### src/rtl/amm_master_qsys_with_pcie_reconf_sequencer_if.sv
// rtl/amm_master_qsys_with_pcie_reconf_sequencer_if.sv - table read port and reconfiguration write port bundle
//
// Groups the two bus-side ports of the reconfiguration sequencer:
//   tbl_*  : read port of the reconfiguration register RAM (registered output,
//            fixed read latency, no handshake)
//   rcfg_* : Avalon-MM style write port towards the transceiver reconfiguration
//            block (write held while waitrequest is high)
// master : sequencer side (drives addresses, write request)
// slave  : RAM / reconfiguration target side (drives read data, waitrequest)

interface amm_master_qsys_with_pcie_reconf_sequencer_if #(
    parameter int TABLE_AW = 7
);
    logic [TABLE_AW-1:0] tbl_address;
    logic                tbl_read;
    logic [31:0]         tbl_readdata;
    logic [13:0]         rcfg_address;
    logic [15:0]         rcfg_writedata;
    logic                rcfg_write;
    logic                rcfg_waitrequest;

    modport master (
        output tbl_address,
        output tbl_read,
        input  tbl_readdata,
        output rcfg_address,
        output rcfg_writedata,
        output rcfg_write,
        input  rcfg_waitrequest
    );

    modport slave (
        input  tbl_address,
        input  tbl_read,
        output tbl_readdata,
        input  rcfg_address,
        input  rcfg_writedata,
        input  rcfg_write,
        output rcfg_waitrequest
    );
endinterface

### src/rtl/amm_master_qsys_with_pcie_reconf_sequencer.sv
// rtl/amm_master_qsys_with_pcie_reconf_sequencer.sv - replays the reconfiguration table as Avalon-MM writes
//
// Walks the reconfiguration table from entry 0, replaying each entry:
//   [31:30] op  : 00 END, 01 WRITE, 10 WAIT, 11 reserved (error)
//   [29:16] rcfg address
//   [15:0]  write data or wait cycle count
// Ports:
//   clk, reset      : single clock, synchronous active-high reset
//   start           : one-cycle run request, honoured only when idle
//   busy            : run in progress (through the DONE/ERROR cycle)
//   done            : one-cycle pulse when an END entry finishes the run
//   error, err_addr : sticky error flag and the table address that caused it
//   bus (master)    : table read port and reconfiguration write port
// Every output is a flop; nothing from tbl_readdata or rcfg_waitrequest
// reaches an output without passing through a register.

module amm_master_qsys_with_pcie_reconf_sequencer #(
    parameter int TABLE_AW   = 7,
    parameter int RD_LATENCY = 2
) (
    input  logic                clk,
    input  logic                reset,
    input  logic                start,
    output logic                busy,
    output logic                done,
    output logic                error,
    output logic [TABLE_AW-1:0] err_addr,
    amm_master_qsys_with_pcie_reconf_sequencer_if.master bus
);

    typedef enum logic [2:0] {
        S_IDLE,
        S_FETCH,
        S_WRITE,
        S_WAIT,
        S_DONE,
        S_ERROR
    } state_t;

    localparam logic [1:0]          OP_END   = 2'b00;
    localparam logic [1:0]          OP_WRITE = 2'b01;
    localparam logic [1:0]          OP_WAIT  = 2'b10;
    localparam logic [TABLE_AW-1:0] PTR_LAST = '1;
    // FETCH counts down from RD_LATENCY so it lasts RD_LATENCY+1 cycles and
    // the entry is decoded on the edge where the RAM output is valid.
    localparam logic [15:0]         FETCH_CNT = 16'(RD_LATENCY);

    state_t              state_q, state_d;
    logic [TABLE_AW-1:0] ptr_q, ptr_d;
    logic [15:0]         cnt_q, cnt_d;
    logic                error_d;
    logic [TABLE_AW-1:0] err_addr_d;
    logic [13:0]         rcfg_address_q, rcfg_address_d;
    logic [15:0]         rcfg_writedata_q, rcfg_writedata_d;
    logic                rcfg_write_q;
    logic                tbl_read_q;
    logic [TABLE_AW-1:0] tbl_address_q;
    logic                advance;

    assign bus.tbl_address    = tbl_address_q;
    assign bus.tbl_read       = tbl_read_q;
    assign bus.rcfg_address   = rcfg_address_q;
    assign bus.rcfg_writedata = rcfg_writedata_q;
    assign bus.rcfg_write     = rcfg_write_q;

    always_comb begin
        state_d          = state_q;
        ptr_d            = ptr_q;
        cnt_d            = cnt_q;
        error_d          = error;
        err_addr_d       = err_addr;
        rcfg_address_d   = rcfg_address_q;
        rcfg_writedata_d = rcfg_writedata_q;
        advance          = 1'b0;

        case (state_q)
            S_IDLE: begin
                if (start) begin
                    state_d = S_FETCH;
                    ptr_d   = '0;
                    cnt_d   = FETCH_CNT;
                    error_d = 1'b0;
                end
            end
            S_FETCH: begin
                if (cnt_q != 16'd0) begin
                    cnt_d = cnt_q - 16'd1;
                end else begin
                    case (bus.tbl_readdata[31:30])
                        OP_END: begin
                            state_d = S_DONE;
                        end
                        OP_WRITE: begin
                            state_d          = S_WRITE;
                            rcfg_address_d   = bus.tbl_readdata[29:16];
                            rcfg_writedata_d = bus.tbl_readdata[15:0];
                        end
                        OP_WAIT: begin
                            state_d = S_WAIT;
                            cnt_d   = bus.tbl_readdata[15:0];
                        end
                        default: begin
                            state_d    = S_ERROR;
                            error_d    = 1'b1;
                            err_addr_d = ptr_q;
                        end
                    endcase
                end
            end
            S_WRITE: begin
                if (!bus.rcfg_waitrequest) begin
                    advance = 1'b1;
                end
            end
            S_WAIT: begin
                // A count of n gives n+1 WAIT cycles: the zero cycle is included.
                if (cnt_q != 16'd0) begin
                    cnt_d = cnt_q - 16'd1;
                end else begin
                    advance = 1'b1;
                end
            end
            S_DONE: begin
                state_d = S_IDLE;
            end
            S_ERROR: begin
                state_d = S_IDLE;
            end
            default: begin
                state_d = S_IDLE;
            end
        endcase

        // Running off the end of the table without an END entry is an error
        // on the last entry; the pointer is never allowed to wrap.
        if (advance) begin
            if (ptr_q == PTR_LAST) begin
                state_d    = S_ERROR;
                error_d    = 1'b1;
                err_addr_d = ptr_q;
            end else begin
                state_d = S_FETCH;
                ptr_d   = ptr_q + TABLE_AW'(1);
                cnt_d   = FETCH_CNT;
            end
        end
    end

    // Outputs are registered from the next-state decode so they line up with
    // the state they describe.
    always_ff @(posedge clk) begin
        if (reset) begin
            state_q          <= S_IDLE;
            ptr_q            <= '0;
            cnt_q            <= '0;
            busy             <= 1'b0;
            done             <= 1'b0;
            error            <= 1'b0;
            err_addr         <= '0;
            tbl_address_q    <= '0;
            tbl_read_q       <= 1'b0;
            rcfg_address_q   <= '0;
            rcfg_writedata_q <= '0;
            rcfg_write_q     <= 1'b0;
        end else begin
            state_q          <= state_d;
            ptr_q            <= ptr_d;
            cnt_q            <= cnt_d;
            busy             <= (state_d != S_IDLE);
            done             <= (state_d == S_DONE);
            error            <= error_d;
            err_addr         <= err_addr_d;
            tbl_address_q    <= ptr_d;
            tbl_read_q       <= (state_d == S_FETCH);
            rcfg_address_q   <= rcfg_address_d;
            rcfg_writedata_q <= rcfg_writedata_d;
            rcfg_write_q     <= (state_d == S_WRITE);
        end
    end

endmodule
### src/flat_wrapper.sv
// flat-port wrapper written by rule: the top's interface ports become plain ports
module amm_master_qsys_with_pcie_reconf_sequencer_flat 
#(
    parameter int TABLE_AW   = 7,
    parameter int RD_LATENCY = 2
)
  (clk, reset, start, busy, done, error, err_addr, bus_tbl_address, bus_tbl_read, bus_tbl_readdata, bus_rcfg_address, bus_rcfg_writedata, bus_rcfg_write, bus_rcfg_waitrequest);
  amm_master_qsys_with_pcie_reconf_sequencer_if #(.TABLE_AW(TABLE_AW)) bus_i ();
  input  logic clk;
  input  logic reset;
  input  logic start;
  output logic busy;
  output logic done;
  output logic error;
  output logic [TABLE_AW-1:0] err_addr;
  output wire logic [$bits(bus_i.tbl_address)-1:0] bus_tbl_address;
  output wire logic [$bits(bus_i.tbl_read)-1:0] bus_tbl_read;
  input wire logic [$bits(bus_i.tbl_readdata)-1:0] bus_tbl_readdata;
  output wire logic [$bits(bus_i.rcfg_address)-1:0] bus_rcfg_address;
  output wire logic [$bits(bus_i.rcfg_writedata)-1:0] bus_rcfg_writedata;
  output wire logic [$bits(bus_i.rcfg_write)-1:0] bus_rcfg_write;
  input wire logic [$bits(bus_i.rcfg_waitrequest)-1:0] bus_rcfg_waitrequest;
  assign bus_tbl_address = bus_i.tbl_address;
  assign bus_tbl_read = bus_i.tbl_read;
  assign bus_i.tbl_readdata = bus_tbl_readdata;
  assign bus_rcfg_address = bus_i.rcfg_address;
  assign bus_rcfg_writedata = bus_i.rcfg_writedata;
  assign bus_rcfg_write = bus_i.rcfg_write;
  assign bus_i.rcfg_waitrequest = bus_rcfg_waitrequest;
  amm_master_qsys_with_pcie_reconf_sequencer #(.TABLE_AW(TABLE_AW), .RD_LATENCY(RD_LATENCY)) u_core (.clk(clk), .reset(reset), .start(start), .busy(busy), .done(done), .error(error), .err_addr(err_addr), .bus(bus_i));
endmodule
### config.mk
export PLATFORM = sky130hd
export DESIGN_NAME = amm_master_qsys_with_pcie_reconf_sequencer_flat
export DESIGN_NICKNAME = d
export VERILOG_FILES = /design/src/rtl/amm_master_qsys_with_pcie_reconf_sequencer_if.sv /design/src/rtl/amm_master_qsys_with_pcie_reconf_sequencer.sv /design/src/flat_wrapper.sv
export SDC_FILE = /design/constraint.sdc
export NUM_CORES = 1
export LEC_CHECK = 0
export ABC_AREA = 1
export CORE_MARGIN = 3
export CORE_UTILIZATION = 50
export CTS_CLUSTER_DIAMETER = 40
export DETAILED_ROUTE_END_ITERATION = 8
export GPL_ROUTABILITY_DRIVEN = 0
export PLACE_DENSITY_LB_ADDON = 0.05
export SLEW_MARGIN = 10
export SYNTH_ARGS = -nofsm -noshare
export SYNTH_HDL_FRONTEND = slang
export SYNTH_SLANG_ARGS = --single-unit
### constraint.sdc
create_clock -name clk -period 1.75 [get_ports clk]
set_input_delay 0.175 -clock clk [delete_from_list [all_inputs] [get_ports clk]]
set_output_delay 0.175 -clock clk [all_outputs]
set_load 0.05 [all_outputs]
==> results.py, run 1 <==
metrics = {
    "timing": {
        "fmaxAchievable_mhz": 568.2,
        "timing.final.setup_violations": 2,
        "finalCriticalPeriod_ns": 1.760,
        "finalHoldViolations": 0,
        "worst-slew-pin-transition_ns": 0.5508,
        "report.final.slew_viol_count": 0,
        "worst_max_slew_margin_expressed_relative_to_the_limit": 0.6322,
        "layout_setup_ws_ns": -0.009843,
        "fin_crit_sh": 1.006,
        "final.setup_skew_ns": 0.009719,
        "unrepaired_setup_endpoints_after_global_routing": "true",
        "fin_worst_hold_slack_ns": 0.4213,
    },
    "placement": {
        "post-place-cells": 789,
        "detailed_place.area_mm2": 0.004985,
        "hpwl_um": 8596,
        "io_buffer_count": 84,
        "dpl_worst_slack_ns": -0.1950,
    },
    "run": {
        "timing.max_cap.violations": 0,
    },
    "clocking": {
        "clk_pin_slew_worst_paths_ns": 0.09,
        "max-clock-path-buffers": 2,
        "insertion_delay_of_the_later_clocked_pin_in_the_worst_skew_pair_ns": 0.36,
        "cts_hold_buffers": 0,
        "cts.sinks": 68,
        "h-tree-depth": 3,
        "cts.root.buffer_cell": "sky130_fd_sc_hd__clkbuf_8",
        "cts_tree": "yes",
        "cts_buf_count": 9,
    },
    "layout": {
        "area_growth_pct": 43.72,
        "antenna-diode-count": 0,
        "finalNonFillerCells": 812,
        "final.fill_count": 552,
        "post_route_cells_drive_above_1_share": 0.1704,
        "num-nets-final": 754,
        "postLayoutCellArea_mm2": 0.005384,
    },
    "critical_path": {
        "critical_path.reg2reg.startpoint": "u_core.state_q[2]$_SDFF_PP0_",
        "cp-end-kind": "flip-flop",
        "crit_required_ns": 2.01,
        "rrSetupSlack_ns": -0.01,
        "r2r_cells": 7,
        "cp.arrival_ns": 2.02,
        "cp_slowest_cell": "sky130_fd_sc_hd__nor2_2",
        "crit_path_start_kind": "flip-flop",
        "timing_worst_setup_path_type": "reg -> reg",
        "crit_chain": "inv_1 -> nand2_1 -> nor2_2 -> nand3_4 -> clkbuf_16 -> o21ai_0 -> nor2_1",
        "max_stage_delay_ns": 0.38,
        "worst_setup_path_startpoint": "u_core.state_q[2]$_SDFF_PP0_",
        "cp_max_fo": 7,
    },
    "detailed_routing": {
        "route.detailed.vias_per_inst": 5.277,
        "wl_um": 12060,
        "routedWlPerCell_um": 14.85,
        "drt.antenna.violating_nets": 0,
        "drc": 0,
        "drt-pass1-iter-count": 5,
        "detailedRoute.firstIterationViolations": 285,
        "route.vias.total": 4285,
    },
    "floorplan": {
        "core.rowCount": 30,
        "fp.dieH_um": 92.56,
        "core_region_area_mm2": 0.007019,
        "die_w_um": 92.56,
        "initial_core_util": 0.5337,
        "die-area_mm2": 0.008566,
        "io_pins": 85,
    },
    "logic_synthesis": {
        "ys_top_cells_by_count": "sky130_fd_sc_hd__nand2_1 (138), sky130_fd_sc_hd__nor2_1 (111), sky130_fd_sc_hd__dfxtp_1 (68), sky130_fd_sc_hd__o21ai_0 (55), sky130_fd_sc_hd__nand3_1 (51)",
        "synth_cell_types": 29,
        "postSynthCellCount": 582,
        "netlist_top_cells_area": "sky130_fd_sc_hd__dfxtp_1 (36%), sky130_fd_sc_hd__nand2_1 (14%), sky130_fd_sc_hd__nor2_1 (11%)",
        "yosys_register_bits": 68,
        "total_nets_after_synthesis": 625,
        "yosys.cell_count.top_type": "sky130_fd_sc_hd__nand2_1",
        "synth-async-reset-ratio": 0,
        "synth_enable_flop_cells": 0,
        "synth_area_leader_cell": "sky130_fd_sc_hd__dfxtp_1",
        "synth_top_cell_area_share": 0.3634,
        "synthesis.area_mm2": 0.003746,
        "ys_warn_count": 0,
        "avgSynthCellArea_um2": 6.437,
        "yosysSeqAreaShare": 0.3634,
        "synth_top_flop_cell": "sky130_fd_sc_hd__dfxtp_1",
    },
    "power": {
        "p_leak_nw": 2.484,
        "ir_worst_vdd_uv": 1374,
        "power_density_mw_per_mm2": 1758,
    },
    "global_route": {
        "grt_remaining_overflow": 0,
        "use_met2": 0.4417,
        "pin_count_of_the_biggest_net_entering_global_routing": 49,
        "grt_use_total": 0.2725,
        "grt.met1_usage": 0.3433,
        "number_of_global_route_vias_before_repair": 3976,
        "grt-busiest-layer": "met2",
        "met3_layer_usage_reported_by_global_route": 0.08205,
        "grt_first_pass_wirelength_um": 18660,
        "grt_antenna_before_repair": 0,
    },
    "worst_hold_path": {
        "worst_hold_path_type": "in -> reg",
        "timing.hold.worst.start": "bus_tbl_readdata[18]",
        "min_delay_path_depth": 3,
    },
    "status": {
        "outcome": "finished, violations left",
        "failed_checks": "negative setup slack",
    },
}
-- layer usage --
| metal | part of all wire | up-vias |
|---|---|---|
| met5 | 0 | - |
| met4 | 0.019 | 0 |
| met3 | 0.087 | 23 |
| met2 | 0.47 | 170 |
| met1 | 0.42 | 1959 |
| li1 | - | 2133 |
-- layout make-up --
cell class / instances / area (µm²) / area share
inverter: 50 / 197.7 / 0.03672
sequential: 68 / 1369 / 0.2542
clock inverter: 7 / 82.58 / 0.01534
tap: 96 / 120.1 / 0.02231
multi-input combinational: 444 / 2158 / 0.4009
clock buffer: 9 / 123.9 / 0.02301
timing repair buffer: 138 / 1333 / 0.2475
-- flip-flops by register name, summed over array words and instances, names as in the netlist, 3 cells and up --
name,count
u_core.cnt_q,16
u_core.bus.rcfg_writedata,16
u_core.bus.rcfg_address,14
u_core.err_addr,7
u_core.ptr_q,7
u_core.state_q,3
-- power by group --
part,internal (mW),leakage [nW],total (mW),switching [mW]
registers,1.84,0.554,2.08,0.242
logic,2.36,1.83,6.00,3.64
clock network,0.682,0.0988,1.38,0.699
total,4.88,2.48,9.46,4.58
-- per-stage QoR --
step | utilization | setup TNS, ns | power (mW)
after global routing | 0.7670 | -1.703 | 10.19
after global placement | 0.7102 | -0.8583 | 7.556
final | 0.7670 | -0.01198 | 9.463
after floorplan | - | 0 | 5.758
after detailed placement | 0.7102 | -3.555 | 7.671
after CTS | 0.7412 | -0.00002287 | 9.082
-- cells in the final DEF (no fill, tap or decap), types with 3 or more instances in the layout --
master	instances
sky130_fd_sc_hd__nand2_1	136
sky130_fd_sc_hd__nor2_1	107
sky130_fd_sc_hd__clkdlybuf4s50_1	75
sky130_fd_sc_hd__dfxtp_1	62
sky130_fd_sc_hd__buf_4	52
sky130_fd_sc_hd__nand3_1	50
sky130_fd_sc_hd__inv_1	44
sky130_fd_sc_hd__o21ai_0	44
sky130_fd_sc_hd__a21oi_1	25
sky130_fd_sc_hd__o21ai_1	19
sky130_fd_sc_hd__nor2_2	10
sky130_fd_sc_hd__clkbuf_8	9
sky130_fd_sc_hd__nand4_1	8
sky130_fd_sc_hd__nand2_2	7
sky130_fd_sc_hd__dfxtp_2	6
sky130_fd_sc_hd__nor2_4	5
sky130_fd_sc_hd__ha_1	5
sky130_fd_sc_hd__inv_2	4
sky130_fd_sc_hd__xor2_1	4
sky130_fd_sc_hd__dlymetal6s2s_1	4
sky130_fd_sc_hd__buf_12	4
sky130_fd_sc_hd__nand2_4	3
sky130_fd_sc_hd__o31ai_1	3
sky130_fd_sc_hd__inv_6	3
-- worst paths after layout --
kind,to
max,u_core.bus.rcfg_address[8]$_SDFFE_PP0P_
min,u_core.bus.rcfg_address[2]$_SDFFE_PP0P_
max reg2reg,u_core.bus.rcfg_address[8]$_SDFFE_PP0P_
min reg2reg,u_core.err_addr[2]$_SDFF_PP0_
-- cells by family (layout without fill, tap and decap cells) --
family | after synthesis | count (layout) | share of synthesized area
buffers and inverters | 70 | 204 | 0.07782
adders and majority gates | 7 | 7 | 0.02338
AOI/OAI and AO/OA | 95 | 95 | 0.1323
xor gates and xnor gates | 6 | 6 | 0.01403
and+or+nand+nor | 336 | 336 | 0.3891
DFF | 68 | 68 | 0.3634
-- timing repair --
item,in CTS,in global routing
setup buffers,0,4
pin swaps,0,6
gates cloned,0,3
resized for setup,5,38
endpoints found under the setup margin,31,63
-- critical path: cells and delay by family (launching register included) --
family | cells | cell delay, ns
flops | 1 | 0.33
compound gates | 1 | 0.18
buf+inv | 2 | 0.30
simple gates | 4 | 0.85
Power figures use the tool's default switching activity.
==> inputs of run 2 (changes only) <==
--- a/config.mk
+++ b/config.mk
@@ -6,6 +6,7 @@
 export NUM_CORES = 1
 export LEC_CHECK = 0
 export ABC_AREA = 1
+export ABC_CLOCK_PERIOD_IN_PS = 1750
 export CORE_MARGIN = 3
 export CORE_UTILIZATION = 50
 export CTS_CLUSTER_DIAMETER = 40
==> results of run 2 <==
No change in the layout: final DEF, timing and power equal those of run 1.
